<file path="config.mk">
export PLATFORM = sky130hd
export DESIGN_NAME = vdp_host_sequencer
export DESIGN_NICKNAME = d
export VERILOG_FILES = /design/src/rtl/vdp_host_sequencer.sv
export SDC_FILE = /design/constraint.sdc
export NUM_CORES = 1
export LEC_CHECK = 0
export ABC_AREA = 1
export CAP_MARGIN = 20
export CORE_UTILIZATION = 58
export DETAILED_ROUTE_END_ITERATION = 10
export MAX_ROUTING_LAYER = met4
export PLACE_DENSITY = 0.84
export SYNTH_ARGS = -nofsm -noshare
export SYNTH_HDL_FRONTEND = slang
export SYNTH_SLANG_ARGS = --single-unit
</file>
<file path="constraint.sdc">
create_clock -name clk -period 3.3 [get_ports clk]
set_input_delay 0.66 -clock clk [delete_from_list [all_inputs] [get_ports clk]]
set_output_delay 0.66 -clock clk [all_outputs]
set_load 0.005 [all_outputs]
</file>
<file path="src/rtl/vdp_host_sequencer.sv">
`default_nettype none
// +--------------------------------------------------------------------------+
// | vdp_host_sequencer                                                       |
// | Expands high-level commands into byte accesses on the tms9918 CPU port.  |
// | Optional shadow register file: define VDP_SEQ_SHADOW_EN.                 |
// | Revision: 1.0                                                            |
// +--------------------------------------------------------------------------+
module vdp_host_sequencer #(
  parameter int WR_PULSE = 1,
  parameter int RD_PULSE = 4,
  parameter int GAP      = 2
) (
  input  logic        clk,
  input  logic        rst_n,
  input  logic        i_cmd_valid,
  output logic        o_cmd_ready,
  input  logic [2:0]  i_cmd_op,
  input  logic [13:0] i_cmd_addr,
  input  logic [7:0]  i_cmd_data,
  input  logic [13:0] i_cmd_len,
  output logic        o_rsp_valid,
  output logic [7:0]  o_rsp_data,
  output logic        o_busy,
  output logic        o_vdp_mode,
  output logic [7:0]  o_vdp_addr,
  output logic [7:0]  o_vdp_data_in,
  output logic        o_vdp_wr,
  output logic        o_vdp_rd,
  input  logic [15:0] i_vdp_data_out
);

  localparam logic [2:0] c_OP_REG_WR    = 3'd0;
  localparam logic [2:0] c_OP_SET_WADDR = 3'd1;
  localparam logic [2:0] c_OP_SET_RADDR = 3'd2;
  localparam logic [2:0] c_OP_DATA_WR   = 3'd3;
  localparam logic [2:0] c_OP_DATA_RD   = 3'd4;
  localparam logic [2:0] c_OP_STATUS_RD = 3'd5;
  localparam logic [2:0] c_OP_FILL      = 3'd6;
  localparam logic [2:0] c_OP_REG_RD    = 3'd7;

  localparam logic [15:0] c_WR_LAST  = 16'(WR_PULSE - 1);
  localparam logic [15:0] c_RD_LAST  = 16'(RD_PULSE - 1);
  localparam logic [15:0] c_GAP_LAST = 16'(GAP - 1);

  typedef enum logic [2:0] {
    S_IDLE    = 3'd0,
    S_SETUP   = 3'd1,
    S_WSTROBE = 3'd2,
    S_RSTROBE = 3'd3,
    S_GAP     = 3'd4,
    S_RESP    = 3'd5
  } state_t;

  // Access descriptor {is_read, mode, byte} for step n of an op; step 2 is the FILL data phase.
  function automatic logic [9:0] f_access(input logic [2:0] op, input logic [1:0] step,
                                          input logic [13:0] addr, input logic [7:0] data);
    logic [9:0] v;
    v = 10'd0;
    case (op)
      c_OP_REG_WR:    v = (step == 2'd0) ? {1'b0, 1'b1, data}
                                         : {1'b0, 1'b1, 5'b10000, addr[2:0]};
      c_OP_SET_WADDR,
      c_OP_FILL:      v = (step == 2'd0) ? {1'b0, 1'b1, addr[7:0]}
                        : (step == 2'd1) ? {1'b0, 1'b1, 2'b01, addr[13:8]}
                                         : {1'b0, 1'b0, data};
      c_OP_SET_RADDR: v = (step == 2'd0) ? {1'b0, 1'b1, addr[7:0]}
                                         : {1'b0, 1'b1, 2'b00, addr[13:8]};
      c_OP_DATA_WR:   v = {1'b0, 1'b0, data};
      c_OP_DATA_RD:   v = {1'b1, 1'b0, 8'h00};
      c_OP_STATUS_RD: v = {1'b1, 1'b1, 8'h00};
      default:        v = 10'd0;
    endcase
    return v;
  endfunction

  function automatic logic [14:0] f_count(input logic [2:0] op, input logic [13:0] len);
    logic [14:0] n;
    case (op)
      c_OP_REG_WR, c_OP_SET_WADDR, c_OP_SET_RADDR: n = 15'd2;
      c_OP_DATA_WR, c_OP_DATA_RD, c_OP_STATUS_RD:  n = 15'd1;
      c_OP_FILL:                                   n = {1'b0, len} + 15'd2;
      default:                                     n = 15'd0;
    endcase
    return n;
  endfunction

  state_t      r_state;
  state_t      w_next;
  logic [2:0]  r_op;
  logic [13:0] r_addr;
  logic [7:0]  r_data;
  logic [1:0]  r_step;
  logic [14:0] r_left;
  logic [15:0] r_cnt;
  logic        r_is_rd;
  logic        r_mode;
  logic [7:0]  r_byte;
  logic [7:0]  r_rsp_data;

  logic        w_accept;
  logic [14:0] w_count;
  logic [9:0]  w_first;
  logic [1:0]  w_step_nxt;
  logic [9:0]  w_next_acc;
  logic        w_more;
  logic        w_gap_done;
  logic        w_shadow_rd;
  logic [7:0]  w_shadow_q;
  logic        w_ready;
  logic        w_wr;
  logic        w_rd;
  logic        w_rsp_valid;
  logic        w_unused_lo;

  assign w_accept    = i_cmd_valid && (r_state == S_IDLE);
  assign w_count     = f_count(i_cmd_op, i_cmd_len);
  assign w_first     = f_access(i_cmd_op, 2'd0, i_cmd_addr, i_cmd_data);
  assign w_step_nxt  = (r_step == 2'd2) ? 2'd2 : r_step + 2'd1;
  assign w_next_acc  = f_access(r_op, w_step_nxt, r_addr, r_data);
  assign w_more      = (r_left != 15'd1);
  assign w_gap_done  = (r_state == S_GAP) && (r_cnt == c_GAP_LAST);
  assign w_unused_lo = ^i_vdp_data_out[7:0];

`ifdef VDP_SEQ_SHADOW_EN
  logic [7:0] r_shadow [8];

  always_ff @(posedge clk or negedge rst_n) begin
    if (!rst_n) begin
      for (int i = 0; i < 8; i++) r_shadow[i] <= 8'h00;
    end else if (w_accept && (i_cmd_op == c_OP_REG_WR)) begin
      r_shadow[i_cmd_addr[2:0]] <= i_cmd_data;
    end
  end

  assign w_shadow_rd = w_accept && (i_cmd_op == c_OP_REG_RD);
  assign w_shadow_q  = r_shadow[i_cmd_addr[2:0]];
`else
  assign w_shadow_rd = 1'b0;
  assign w_shadow_q  = 8'h00;
`endif

  always_ff @(posedge clk or negedge rst_n) begin
    if (!rst_n) r_state <= S_IDLE;
    else        r_state <= w_next;
  end

  // Strobes decode straight from state so an asynchronous reset drops them immediately.
  always_comb begin
    w_next      = r_state;
    w_ready     = 1'b0;
    w_wr        = 1'b0;
    w_rd        = 1'b0;
    w_rsp_valid = 1'b0;
    case (r_state)
      S_IDLE: begin
        w_ready = 1'b1;
        if (w_accept) begin
          if (w_count != 15'd0) w_next = S_SETUP;
          else if (w_shadow_rd) w_next = S_RESP;
        end
      end
      S_SETUP:   w_next = r_is_rd ? S_RSTROBE : S_WSTROBE;
      S_WSTROBE: begin
        w_wr = 1'b1;
        if (r_cnt == c_WR_LAST) w_next = S_GAP;
      end
      S_RSTROBE: begin
        w_rd = 1'b1;
        if (r_cnt == c_RD_LAST) w_next = S_GAP;
      end
      S_GAP: begin
        if (r_cnt == c_GAP_LAST) begin
          if (w_more)       w_next = S_SETUP;
          else if (r_is_rd) w_next = S_RESP;
          else              w_next = S_IDLE;
        end
      end
      S_RESP: begin
        w_rsp_valid = 1'b1;
        w_next      = S_IDLE;
      end
      default: w_next = S_IDLE;
    endcase
  end

  always_ff @(posedge clk or negedge rst_n) begin
    if (!rst_n) begin
      r_op       <= 3'd0;
      r_addr     <= 14'd0;
      r_data     <= 8'h00;
      r_step     <= 2'd0;
      r_left     <= 15'd0;
      r_cnt      <= 16'd0;
      r_is_rd    <= 1'b0;
      r_mode     <= 1'b0;
      r_byte     <= 8'h00;
      r_rsp_data <= 8'h00;
    end else begin
      r_cnt <= (w_next != r_state) ? 16'd0 : r_cnt + 16'd1;
      if (w_accept) begin
        r_op   <= i_cmd_op;
        r_addr <= i_cmd_addr;
        r_data <= i_cmd_data;
        r_step <= 2'd0;
        r_left <= w_count;
        if (w_count != 15'd0) {r_is_rd, r_mode, r_byte} <= w_first;
      end
      if (w_gap_done && w_more) begin
        r_step                     <= w_step_nxt;
        r_left                     <= r_left - 15'd1;
        {r_is_rd, r_mode, r_byte}  <= w_next_acc;
      end
      if ((r_state == S_RSTROBE) && (r_cnt == c_RD_LAST)) r_rsp_data <= i_vdp_data_out[15:8];
      else if (w_shadow_rd)                               r_rsp_data <= w_shadow_q;
    end
  end

  assign o_cmd_ready   = w_ready;
  assign o_busy        = ~w_ready;
  assign o_rsp_valid   = w_rsp_valid;
  assign o_rsp_data    = r_rsp_data;
  assign o_vdp_mode    = r_mode;
  assign o_vdp_addr    = 8'h00;
  assign o_vdp_data_in = r_byte;
  assign o_vdp_wr      = w_wr;
  assign o_vdp_rd      = w_rd;

endmodule
`default_nettype wire

</file>
Word level (Yosys, flattened, before mapping)
Index checks and enable logic that the tools add are counted.
{"block": "classes", "n_reduce_logical": 17, "bitwise": 1, "addsub": 4, "eq_ne": 23, "n_mux": 35}
{"op": "case mux 10 bit (6 select lines)", "count": 1}
{"op": "case mux 10 bit (5 select lines)", "count": 1}
{"op": "case mux 15 bit (3 select lines)", "count": 1}
{"op": "2-to-1 mux 8 bit", "count": 5}
{"op": "2-to-1 mux 15 bit", "count": 2}
{"op": "equality test 3 bit (second input constant)", "count": 8}
{"op": "2-to-1 mux 3 bit", "count": 7}
{"op": "equality test 3 x 2 -> 1 bit (second input constant)", "count": 6}
{"op": "2-to-1 mux 9 bit", "count": 2}
{"op": "adder 16 x 1 -> 16 bit (second input constant)", "count": 1}
{"op": "equality test 16 x 1 -> 1 bit (second input constant)", "count": 1}
{"op": "equality test 16 x 2 -> 1 bit (second input constant)", "count": 1}
{"op": "zero test 16 bit", "count": 1}
{"op": "2-to-1 mux 16 bit", "count": 1}
{"op": "adder 14 x 2 -> 15 bit (second input constant)", "count": 1}
{"op": "!= test 15 x 1 -> 1 bit (second input constant)", "count": 1}
{"op": "case mux 3 bit (5 select lines)", "count": 1}
{"op": "nonzero test 15 bit", "count": 1}
{"op": "subtractor 15 x 1 -> 15 bit (second input constant)", "count": 1}
{"op": "2-to-1 mux 1 bit", "count": 11}
{"op": "equality test 3 x 1 -> 1 bit (second input constant)", "count": 3}
{"op": "zero test 3 bit", "count": 3}
{"op": "OR reduction 3 bit", "count": 3}
{"op": "2-to-1 mux 2 bit", "count": 3}
{"op": "other kinds (10)", "count": 14}
{"block": "totals", "in_bits": 58, "wordCells": 91, "out_inout_bits": 30, "register_bits": 79}

Depth between registers and ports, before layout
Gate-level depths: netlist of run 1.
{"block": "depth", "ltp_word": 9, "ltp_mapped": 15, "mapped_depth_nobuf": 14}

Worst setup path after synthesis of run 1
No wires, ideal clock.
{"block": "synth_timing", "path_type": "input to register", "startpoint": "input port i_cmd_len[1]", "endpoint": "register r_mode (netlist: o_vdp_mode)", "n_path_buf": 1, "setup_ns": 0.124, "path_stages": 13, "setup_slack_ns": 1.183, "arrival_time_ns": 1.993, "required_ns": 3.176, "cell_sequence": "ha_1 -> nand2_2 -> nor2_2 -> nand2_1 -> nand3_1 -> nand2_1 -> nor3_2 -> nand3_2 -> nand2_4 -> nand2_1 -> buf_6 -> o211ai_1 -> nand2_1"}
{"block": "synth_via", "elab_chain_cells": 5}
{"element": "start: declaration", "line": "20", "source": "input logic [13:0] i_cmd_len,"}
{"element": "adder 14 x 2 -> 15 bit", "line": "81", "source": "c_OP_FILL: n = {1'b0, len} + 15'd2;"}
{"element": "case mux 15 bit (3 select lines)", "line": "78", "source": "case (op)"}
{"element": "nonzero test 15 bit", "line": "206", "source": "if (w_count != 15'd0) {r_is_rd, r_mode, r_byte} <= w_first;"}
{"element": "nonzero test 2 bit (no line)"}
{"element": "AND reduction 2 bit (no line)"}
{"element": "end signal: assignment", "line": "206"}
{"element": "end signal: assignment", "line": "211", "source": "{r_is_rd, r_mode, r_byte} <= w_next_acc;"}
{"element": "end: declaration", "line": "96", "source": "logic r_mode;"}
Every way passes these cells.
A chain may end at the register's enable or synchronous reset.

Worst setup path in the final report of run 1
{"block": "layout_timing", "startpoint": "input port i_cmd_len[1]", "endpoint": "register r_byte[6] (netlist: o_vdp_data_in[6])"}
{"block": "layout_via", "elab_chain_cells": 5}
{"element": "adder 14 x 2 -> 15 bit", "line": "81"}
{"element": "case mux 15 bit (3 select lines)", "line": "78"}
{"element": "nonzero test 15 bit", "line": "206"}
{"element": "nonzero test 2 bit (no line)"}
{"element": "AND reduction 2 bit (no line)"}
{"element": "end signal: assignment", "line": "206"}
{"element": "end signal: assignment", "line": "211"}
{"element": "end: declaration", "line": "97", "source": "logic [7:0] r_byte;"}
Every way passes these cells.

==> flow_summary_export.csv, run 1 <==
group,metric,value,unit
floorplanning,die_x,94.65,µm
global_route,grt_antenna_before_repair,0,
global_route,grt_usage,28.09,%
power_and_ir_drop,p_leak,2.801,nW
power_and_ir_drop,power_frac_seq,53.6,%
floorplanning,core-area,0.008258,mm²
power_and_ir_drop,clock_power_share,36.8,%
sta,rsz0062_at_grt,"no",
clock_tree,root_buffer,"clkbuf_8",
clock_tree,post_cts.repair.setup_buffers,0,
place,place.port_buffers,71,
global_route,grt_max_degree,80,
global_route,grt_pass1_vias,4200,
sta,worst_pin_slew,0.9654,ns
floorplanning,pin_count,88,
logic_synthesis,syn_inst,674,
drt,firstDrtPassIters,5,
sta,fin_skew,0.007758,ns
sta,min_period,2.707,ns
power_and_ir_drop,switching_power,0.4790,mW
power_and_ir_drop,power.internal,1.340,mW
sta,maxSlewHeadroom,35.64,%
global_route,grt_pass1_wl,19190,µm
global_route,grt_overflow,0,
place,gp_congestion,0.8968,
finish,final_nets,809,
floorplanning,die_area,0.008959,mm²
outcome,status,"complete, no violations",
drt,vias,4667,
floorplanning,dieHeight,94.65,µm
drt,routed_via_density,5.478,
logic_synthesis,ys_top_cells_by_count,"nand2_1, inv_1, dfrtp_1",
logic_synthesis,ys.flop_type,"dfrtp_1",
sta,hold_viol,0,
clock_tree,insertion_delay,0.35,ns
clock_tree,clkSlewWorstSetupHoldPaths,0.09,ns
clock_tree,cts_buffer_depth,2,
setup_path,cp-end-kind,"flop",
drt,drt-total-wl,11540,µm
clock_tree,numCtsBuffers,9,
finish,final_cells,852,
drt,drc,0,
logic_synthesis,synth_edf_count,0,
setup_path,critical_path_required,3.53,ns
logic_synthesis,post-synth-top-count-cell,"nand2_1",
logic_synthesis,async_reset_ff_share,100.0,%
worst_hold_path,hp-class,"input pin to async pin",
logic_synthesis,synth_top_area_cell,"dfrtp_1",
sta,maxSlewViolCount,0,
clock_tree,cts-htree-levels,3,
setup_path,crit_fanout,13,
logic_synthesis,syn_area,0.004979,mm²
clock_tree,hold_buffers,0,
sta,max_freq,369.5,MHz
logic_synthesis,synthDistinctLibCells,39,
clock_tree,post_cts_resized,0,
clock_tree,cts_tree,"yes",
clock_tree,clock_sinks,79,
sta,setup_viol,0,
power_and_ir_drop,power_density,308.2,mW/mm²
power_and_ir_drop,switching_share,26.34,%
power_and_ir_drop,p_comb_share,9.6,%
place,dp.cells,836,
sta,finalCritPeriodShare,82.02,%
floorplanning,row_count,33,
logic_synthesis,avgSynthCellArea,7.387,µm²
logic_synthesis,synth_warnings,0,
setup_path,start_kind,"input pin",
setup_path,cp.arrival,2.93,ns
place,hpwl,8514,µm
drt,drtIter0Drc,339,
finish,n_antenna_cell,0,
finish,drive_above_1_share,8.166,%
floorplanning,start_util,60.29,%
power_and_ir_drop,vdd_ir_drop_max,211.4,µV
finish,final_core_util,71.45,%
finish,area_growth,18.52,%
logic_synthesis,synth-seq-area-share,39.71,%
logic_synthesis,synth_top_area_share,39.71,%
drt,route.detailed.wl_per_inst,13.54,µm
sta,setup_tns,0,ns
logic_synthesis,ys_top_cells_by_area,"dfrtp_1, nand2_1, inv_1, nand3_1, o21ai_0",
drt,ant_nets,0,
logic_synthesis,ys_seq_elements,79,
run,maxCapViolCount,0,
setup_path,critPathKind,"input pin to flop",
[layout make-up]
| class | count | area, µm² |
|---|---|---|
| inverters | 92 | 345.3 |
| fillers | 689 | 2357 |
| well taps | 105 | 131.4 |
| multi-input cells | 487 | 2544 |
| repair buffers | 73 | 723.2 |
| flip-flops and latches | 79 | 1977 |
| clock buffers | 9 | 123.9 |
| clock inverters | 7 | 56.30 |
[cells in the final DEF (no fill, tap or decap), drive strengths merged, types with 3 or more instances in the layout]
| cell | Yosys | final |
|---|---|---|
| nand2 | 179 | 179 |
| inv | 92 | 94 |
| dfrtp | 79 | 79 |
| nor2 | 73 | 73 |
| clkdlybuf4s50 | 0 | 70 |
| nand3 | 56 | 56 |
| o21ai | 46 | 46 |
| nor3 | 19 | 19 |
| xor2 | 17 | 17 |
| o22ai | 13 | 13 |
| nand4 | 11 | 11 |
| a21oi | 10 | 10 |
| o211ai | 10 | 10 |
| ha | 9 | 9 |
| clkbuf | 11 | 9 |
| mux2 | 8 | 8 |
| conb | 1 | 8 |
| o221ai | 7 | 7 |
| o21bai | 4 | 4 |
| xnor2 | 4 | 4 |
| clkinv | 0 | 4 |
| a21boi | 3 | 3 |
| a32o | 3 | 3 |
| buf | 12 | 3 |
[power by group through the flow]
stage / Combinational, mW / Clock [mW] / Sequential, mW
2_1_floorplan: 0.0726 / 0 / 0.994
3_3_place_gp: 0.173 / 0 / 0.993
3_5_place_dp: 0.176 / 0 / 0.994
4_1_cts: 0.176 / 0.678 / 0.974
5_1_grt: 0.196 / 0.715 / 0.975
6_report: 0.175 / 0.669 / 0.974
[worst paths after layout]
| kind | endpoint | slack (ns) | startpoint | cells after the start |
|---|---|---|---|---|
| hold reg to reg | r_addr[5]$_DFFE_PN0P_ | 0.49 | r_addr[5]$_DFFE_PN0P_ | 2 |
| max in group asynchronous | r_left[12]$_DFFE_PN0P_ | 2.22 | rst_n | 1 |
| setup / recovery | o_vdp_data_in[6]$_DFFE_PN0P_ | 0.59 | i_cmd_len[1] | 13 |
| min in group clk | r_addr[5]$_DFFE_PN0P_ | 0.49 | r_addr[5]$_DFFE_PN0P_ | 2 |
| hold / removal | r_cnt[9]$_DFF_PN0_ | 0.44 | rst_n | 1 |
| setup reg to reg | r_left[5]$_DFFE_PN0P_ | 1.11 | r_cnt[10]$_DFF_PN0_ | 10 |
[metal layers]
layer  up-vias  global-route usage, %  part of all wire (%)
li1       2317                      -                     -
met1      2148                  37.46                    45
met2       177                  43.94                    47
met3        25                  4.106                   5.7
met4         0                  9.470                   2.0
met5         -                      -                     0
[critical path, stage by stage]
cell and delay, ns:
clkdlybuf4s50_1 0.54, ha_1 0.20, nand2_2 0.10, nor2_2 0.17, nand2_1 0.08, nand3_1 0.10, nand2_1 0.07, nor3_2 0.22
nand3_2 0.14, nand2_4 0.14, nand2_1 0.27, nor2_1 0.19, a21oi_1 0.06
[state kept, by name, summed over array words and instances (netlist names)]
name / count
r_op: 3
r_left: 15
r_is_rd: 1
o_vdp_mode: 1
r_step: 2
r_addr: 14
r_cnt: 16
o_rsp_data: 8
o_vdp_data_in: 8
r_state: 3
r_data: 8
[cells by family after synthesis]
family,share of synthesized area (%)
multiplexers,2.011
XOR/XNOR,3.694
other,0.07532
AND/OR/NAND/NOR,30.59
adder cells (fa/ha/maj),2.262
buffers and inverters,9.726
AO/OA/AOI/OAI,11.94
flip-flops,39.71
[through the flow]
| stage | instance area [µm²] | worst slack [ns] | hold slack [ns] | power (mW) |
|---|---|---|---|---|
| 2_1_floorplan | 5005 | 1.183 | 0.3644 | 1.067 |
| 4_1_cts | 5901 | 0.6067 | 0.4915 | 1.829 |
| 5_1_grt | 5901 | 0.3552 | 0.5304 | 1.885 |
| 6_report | 5901 | 0.5935 | 0.4435 | 1.819 |
| 3_3_place_gp | 5720 | 0.3110 | 0.4713 | 1.167 |
| 3_5_place_dp | 5720 | 0.2342 | 0.4774 | 1.169 |
Note: power is estimated with default switching activity, not from simulation.
==> run 2, diff against run 1 <==
CORE_UTILIZATION = 48   (was 58)
PLACE_DENSITY = 0.74   (was 0.84)
clock period = 2.3 ns   (was 3.3 ns; I/O delays follow)
==> flow_summary_export.csv, run 2 (synthesis results as in run 1) <==
group,metric,value,unit
floorplanning,row_count,36,
finish,top_register,"r_cnt",
sta,worst_pin_slew,0.5289,ns
global_route,grt_pass1_wl,20620,µm
power_and_ir_drop,p_total,2.876,mW
sta,fin_skew,0.01314,ns
floorplanning,dieHeight,103.8,µm
sta,min_period,2.189,ns
drt,firstDrtPassIters,6,
clock_tree,insertion_delay,0.36,ns
clock_tree,numCtsBuffers,9,
global_route,grtUsageMet2,37.95,%
sta,max_freq,456.8,MHz
setup_path,cp.arrival,1.73,ns
global_route,grt_use_met3,4.216,%
finish,mostFrequentLayoutCells,"nand2_1, inv_1, dfrtp_1, clkdlybuf4s50_1, nor2_1",
sta,maxSlewViolCount,0,
power_and_ir_drop,p_leak,3.067,nW
setup_path,start_kind,"flop",
setup_path,critical_path_required,1.84,ns
place,gp_congestion,0.9376,
finish,area_growth,29.66,%
floorplanning,die_area,0.01078,mm²
drt,routed_via_density,5.189,
setup_path,crit_fanout,6,
setup_path,critPathKind,"flop to output pin",
outcome,status,"complete, no violations",
sta,timing.hold.ws,0.07739,ns
drt,route.detailed.wl_per_inst,13.26,µm
place,hpwl,9086,µm
finish,final_common_cell,"nand2_1",
sta,finalCritPeriodShare,95.19,%
run,maxCapViolCount,0,
setup_path,max_stage_delay,0.56,ns
sta,setup_tns,0,ns
finish,drive_above_1_share,15.58,%
global_route,grt_usage,24.34,%
global_route,grt_max_degree,39,
clock_tree,cts_tree,"yes",
clock_tree,cts-htree-levels,3,
sta,maxSlewHeadroom,64.74,%
floorplanning,die_x,103.8,µm
finish,final_nets,858,
global_route,grt_antenna_before_repair,0,
floorplanning,core-area,0.009910,mm²
drt,drc,0,
global_route,busiest_layer,"met2",
clock_tree,root_buffer,"clkbuf_8",
clock_tree,clock_sinks,79,
setup_path,path_cells,"inv_1 -> nor3_2 -> clkdlybuf4s50_1",
global_route,grt_pass1_vias,4510,
floorplanning,start_util,50.24,%
finish,largest_reg_flops,16,
place,place.port_buffers,71,
worst_hold_path,hp-class,"input pin to async pin",
drt,drtIter0Drc,316,
clock_tree,cts_buffer_depth,2,
sta,hold_viol,0,
setup_path,cp-end-kind,"output pin",
global_route,grt_overflow,0,
power_and_ir_drop,power_density,445.5,mW/mm²
finish,n_antenna_cell,0,
floorplanning,pin_count,88,
drt,ant_nets,0,
drt,drt-total-wl,12320,µm
global_route,met1_usage,32.21,%
drt,vias,4821,
clock_tree,clkSlewWorstSetupHoldPaths,0.08,ns
power_and_ir_drop,vdd_ir_drop_max,327.9,µV
clock_tree,hold_buffers,0,
sta,setup_viol,0,
setup_path,crit_slowest_cell,"clkdlybuf4s50_1",
finish,reg_top3,"r_cnt: 16 flops, r_left: 15 flops, r_addr: 14 flops",
run 2: cell count changes in the layout (fill, tap and decap cells not counted), sizes merged:
| cell | delta |
|---|---|
| bufinv | +2 |
| clkinv | -2 |
| clkbuf | +2 |
| inv | -2 |
| buf | +49 |
run 2: metrics by stage:
stage	instance area (µm²)	setup WS (ns)	cells	utilization, %
6_report	6455	0.1107	929	65.14
5_1_grt	6455	-0.009909	929	65.14
4_1_cts	6346	0.04271	925	64.04
3_5_place_dp	6118	-0.3368	909	61.74
3_3_place_gp	6118	-0.2516	909	61.74
2_1_floorplan	5005	0.3829	681	-
run 2: layout make-up:
class / count / area [µm²]
well taps: 133 / 166.4
multi-input cells: 487 / 2615
repair buffers: 122 / 1129
inverters: 92 / 345.3
clock inverters: 5 / 81.33
flip-flops and latches: 79 / 1977
fillers: 851 / 3455
clock buffers: 11 / 141.4
run 2: critical path, delay by kind of cell (launching register included):
family	cells	cell delay, ns
DFF	1	0.44
and+or+nand+nor	1	0.25
buffers and inverters	2	0.68
run 2: path summary, 6_finish.rpt:
check / slack, ns / startpoint / end / cells after the start
worst min-delay path: 0.08 / rst_n / o_vdp_data_in[2]$_DFFE_PN0P_ / 1
min in group clk: 0.50 / r_addr[4]$_DFFE_PN0P_ / r_addr[4]$_DFFE_PN0P_ / 2
worst max register to register: 0.28 / r_left[1]$_DFFE_PN0P_ / r_cnt[4]$_DFF_PN0_ / 12
worst min register to register: 0.50 / r_addr[4]$_DFFE_PN0P_ / r_addr[4]$_DFFE_PN0P_ / 2
worst max-delay path: 0.11 / r_state[1]$_DFF_PN0_ / o_vdp_wr / 3
max in group asynchronous: 1.64 / rst_n / r_cnt[14]$_DFF_PN0_ / 2
run 2: where the power goes:
| group | leakage, nW | internal (mW) | switching (mW) |
|---|---|---|---|
| Combinational | 1.97 | 0.164 | 0.144 |
| Clock | 0.110 | 0.641 | 0.529 |
| Sequential | 0.992 | 1.39 | 0.00326 |
| Total | 3.07 | 2.20 | 0.676 |
run 2: timing repair:
item	4_1_cts	5_1_grt
setup buffers	0	4
setup endpoints to repair	1	28
gates cloned	0	0
pin swaps	0	6
gates resized for setup	1	17
run 2: routing by layer:
layer	part of all wire, %	vias up
met2	48	160
met3	5.0	12
met4	0.63	0
met1	47	2238
li1	-	2411
met5	0	-
==> RTL change: new RTL, flow settings as in run 2 <==
Build with the macro `VDP_SEQ_SHADOW_EN` defined.
--- a/src/rtl/vdp_host_sequencer.sv
+++ b/src/rtl/vdp_host_sequencer.sv
@@ -5,6 +5,8 @@
 // | Optional shadow register file: define VDP_SEQ_SHADOW_EN.                 |
 // | Revision: 1.0                                                            |
 // +--------------------------------------------------------------------------+
+`define VDP_SEQ_SHADOW_EN
+
 module vdp_host_sequencer #(
   parameter int WR_PULSE = 1,
   parameter int RD_PULSE = 4,
Check against the original RTL: not equivalent (a bounded check fails within 4 cycles, from zero or initial values and one cycle with rst_n low).
==> RTL change against run 2 <==
- final area grew 56%
- critical path depth grew 1
- via count grew 52%
- sequential cell count grew 64
- non-clock buffer count grew 49
- total power grew to 3.4 times the old value
- routed wire length grew 62%
- synthesized area grew 55%
- worst setup slack lost 0.070 ns
- critical path type unchanged
- highest routed layer unchanged
==> RTL change: results (changes against run 2) <==
** Outcome
- Result of the run :: completed

** Yosys
- Most instantiated flip-flop cell in the synthesis netlist :: dfrtp_1
- The sequential share of the synthesized area is 46.3% (+6.6 points).
- In the synthesized netlist, the cells that appear most often are 289 x nand2_1, 143 x dfrtp_1, 125 x o21ai_0.
- The share of flip-flops with an asynchronous set or reset is 100% (unchanged).
- The number of distinct standard cells referenced by the synthesized netlist came to 43 (+10%).
- Main area contributors after synthesis :: dfrtp_1 46%, nand2_1 14%, o21ai_0 8.1%
- The number of synthesis warnings was 0 (unchanged).

** Cells and area
- The share of post-route cells with drive strength above 1 is 15.5% (-0.095 points).
- Registers with the most flip-flops :: r_shadow (64), r_cnt (16), r_left (15)
- The count of nets after finishing was 1223 (+43%).
- Antenna diode instance count :: 0 (unchanged)

** Min path
- Worst hold path class :: register to register
- HP Start :: r_shadow[37]$_DFFE_PN0P_

** Clock tree
- Clock-pin slew was measured on the worst setup and hold paths at 0.07 ns.
- Maximum buffer depth of the clock tree :: 2 (unchanged)
- CTS root buffer :: clkbuf_16
- The number of buffers created by CTS came to 17 (+8).
- The source-to-sink clock delay at the later pin of the worst-skew pair was 0.43 ns (+0.07 ns).
- H-tree depth :: 4 (+1)

** Placed design
- Final RePlAce weighted congestion :: 0.870 (-7.2%)
- The pre-CTS setup slack came to -0.450 ns (-0.113 ns).
- Count of input and output buffers :: 71 (unchanged)
- The cell area after placement came to 9330 um2 (+52%).
- DP HPWL :: 14300 um (+58%)

** Setup path
- CP Launch Point :: r_state[2]$_DFF_PN0_
- Largest incremental delay on the critical path :: 0.53 ns (-0.03 ns)
- Launch point of the worst reg-to-reg path :: r_cnt[2]$_DFF_PN0_
- For this design, the slowest cell found on the critical path is clkdlybuf4s50_1.
- Worst Path Arrival :: 1.80 ns (+0.07 ns)
- The reg-to-reg setup timing slack came to 0.24 ns (-0.04 ns).
- Largest driver fanout on the critical path :: 5 (-1)

** Power
- Leakage :: 4.78 nW (+56%)
- The net switching power figure came to 3.77 mW (+460%).
- Maximum resistive drop on vdd :: 0.621 mV (+89%)

** Routing
- The routed length per placed instance is 14.4 um (+8.4%).
- Number of iterations in the first detailed-routing pass :: 5 (-1)
- The average vias per placed instance was 5.29 (+1.9%).
- Post-detailed-route count of antenna-violating nets :: 0 (unchanged)
- The initial detailed-routing violation count is 583 (+84%).

** STA
- The highest achievable clock rate was 443 MHz (-3.1%).
- The clock skew came to 0.00869 ns (-0.00445 ns).
- Final slew viol count :: 0 (unchanged)

** Global route
- Number of antenna violations at the first check in global routing :: 0 (unchanged)
- Vias in the first global route :: 6898 (+53%)
- The global-route usage over all layers was 26.6% (+2.2 points).
- The pin count of the biggest net entering global routing is 55 (+41%).
- The wire length of the first global-routing pass is 33300 um (+62%).
[RTL change: cell types whose count changed after synthesis, sizes merged, moves of 5 or more]
cell | run 2 | this run
nand3 | 56 | 70
o21ai | 46 | 127
nand4 | 11 | 18
clkbuf | 11 | 22
a22oi | 0 | 9
nand2 | 179 | 298
a221oi | 0 | 7
mux2 | 8 | 0
clkinv | 0 | 6
a21oi | 10 | 15
dfrtp | 79 | 143
inv | 92 | 105
[RTL change: cell families after synthesis]
logic type | share of synthesized area (%)
and+or+nand+nor | 27.9
AOI/OAI and AO/OA | 14.4
buffers and inverters | 7.94
DFF | 46.3
xor gates and xnor gates | 1.70
adders and majority gates | 1.46
muxes | 0.259
other | 0.0486
[RTL change: worst paths after layout]
check / end / cells past startpoint
max: o_vdp_wr / 4
min: r_shadow[37]$_DFFE_PN0P_ / 2
max reg2reg: r_left[7]$_DFFE_PN0P_ / 9
min reg2reg: r_shadow[37]$_DFFE_PN0P_ / 2
max in group asynchronous: r_shadow[2]$_DFFE_PN0P_ / 3
min in group asynchronous: r_addr[12]$_DFFE_PN0P_ / 2
[RTL change: what timing repair did]
| action | CTS | global route |
|---|---|---|
| hold buffers | 1 | 0 |
| gates cloned | 0 | 1 |
| hold endpoints to repair | 43 | 0 |
| pin swaps | 0 | 9 |
| resized for setup | 2 | 25 |
| setup endpoints to repair | 2 | 37 |
| setup buffers | 0 | 2 |
[RTL change: through the flow]
stage | hold slack (ns) | std cells
2_1_floorplan | 0.164 | 1001
3_3_place_gp | 0.414 | 1349
3_5_place_dp | 0.414 | 1349
4_1_cts | 0.489 | 1382
5_1_grt | 0.506 | 1385
6_report | 0.488 | 1385
[RTL change: worst max-delay path, delay by kind of cell (launching register included)]
kind	cells	cell delay (ns)
DFF	1	0.43
buffers and inverters	2	0.64
and+or+nand+nor	2	0.29
[RTL change: cell type report]
cell class,count,area (um2)
tap,216,270
clock inverter,15,145
inverter,111,419
clock buffer,17,425
sequential,143,3580
timing repair buffer,171,1530
multi-input combinational,712,3670
fill,1383,5730
[RTL change: power groups by stage]
stage | Clock, mW | Sequential, mW | Combinational [mW]
2_1_floorplan | 0 | 3.52 | 2.15
3_3_place_gp | 0 | 3.63 | 3.04
3_5_place_dp | 0 | 3.64 | 3.13
4_1_cts | 2.70 | 3.61 | 3.17
5_1_grt | 2.81 | 3.70 | 3.86
6_report | 2.68 | 3.63 | 3.43
[RTL change: routing by layer]
layer / vias up / share of wire [%] / global-route usage, %
met5: - / 0 / -
met4: 0 / 1.6 / 7.68
met3: 36 / 5.1 / 4.74
met2: 225 / 47 / 41.5
met1: 3476 / 47 / 35.5
li1: 3588 / - / -
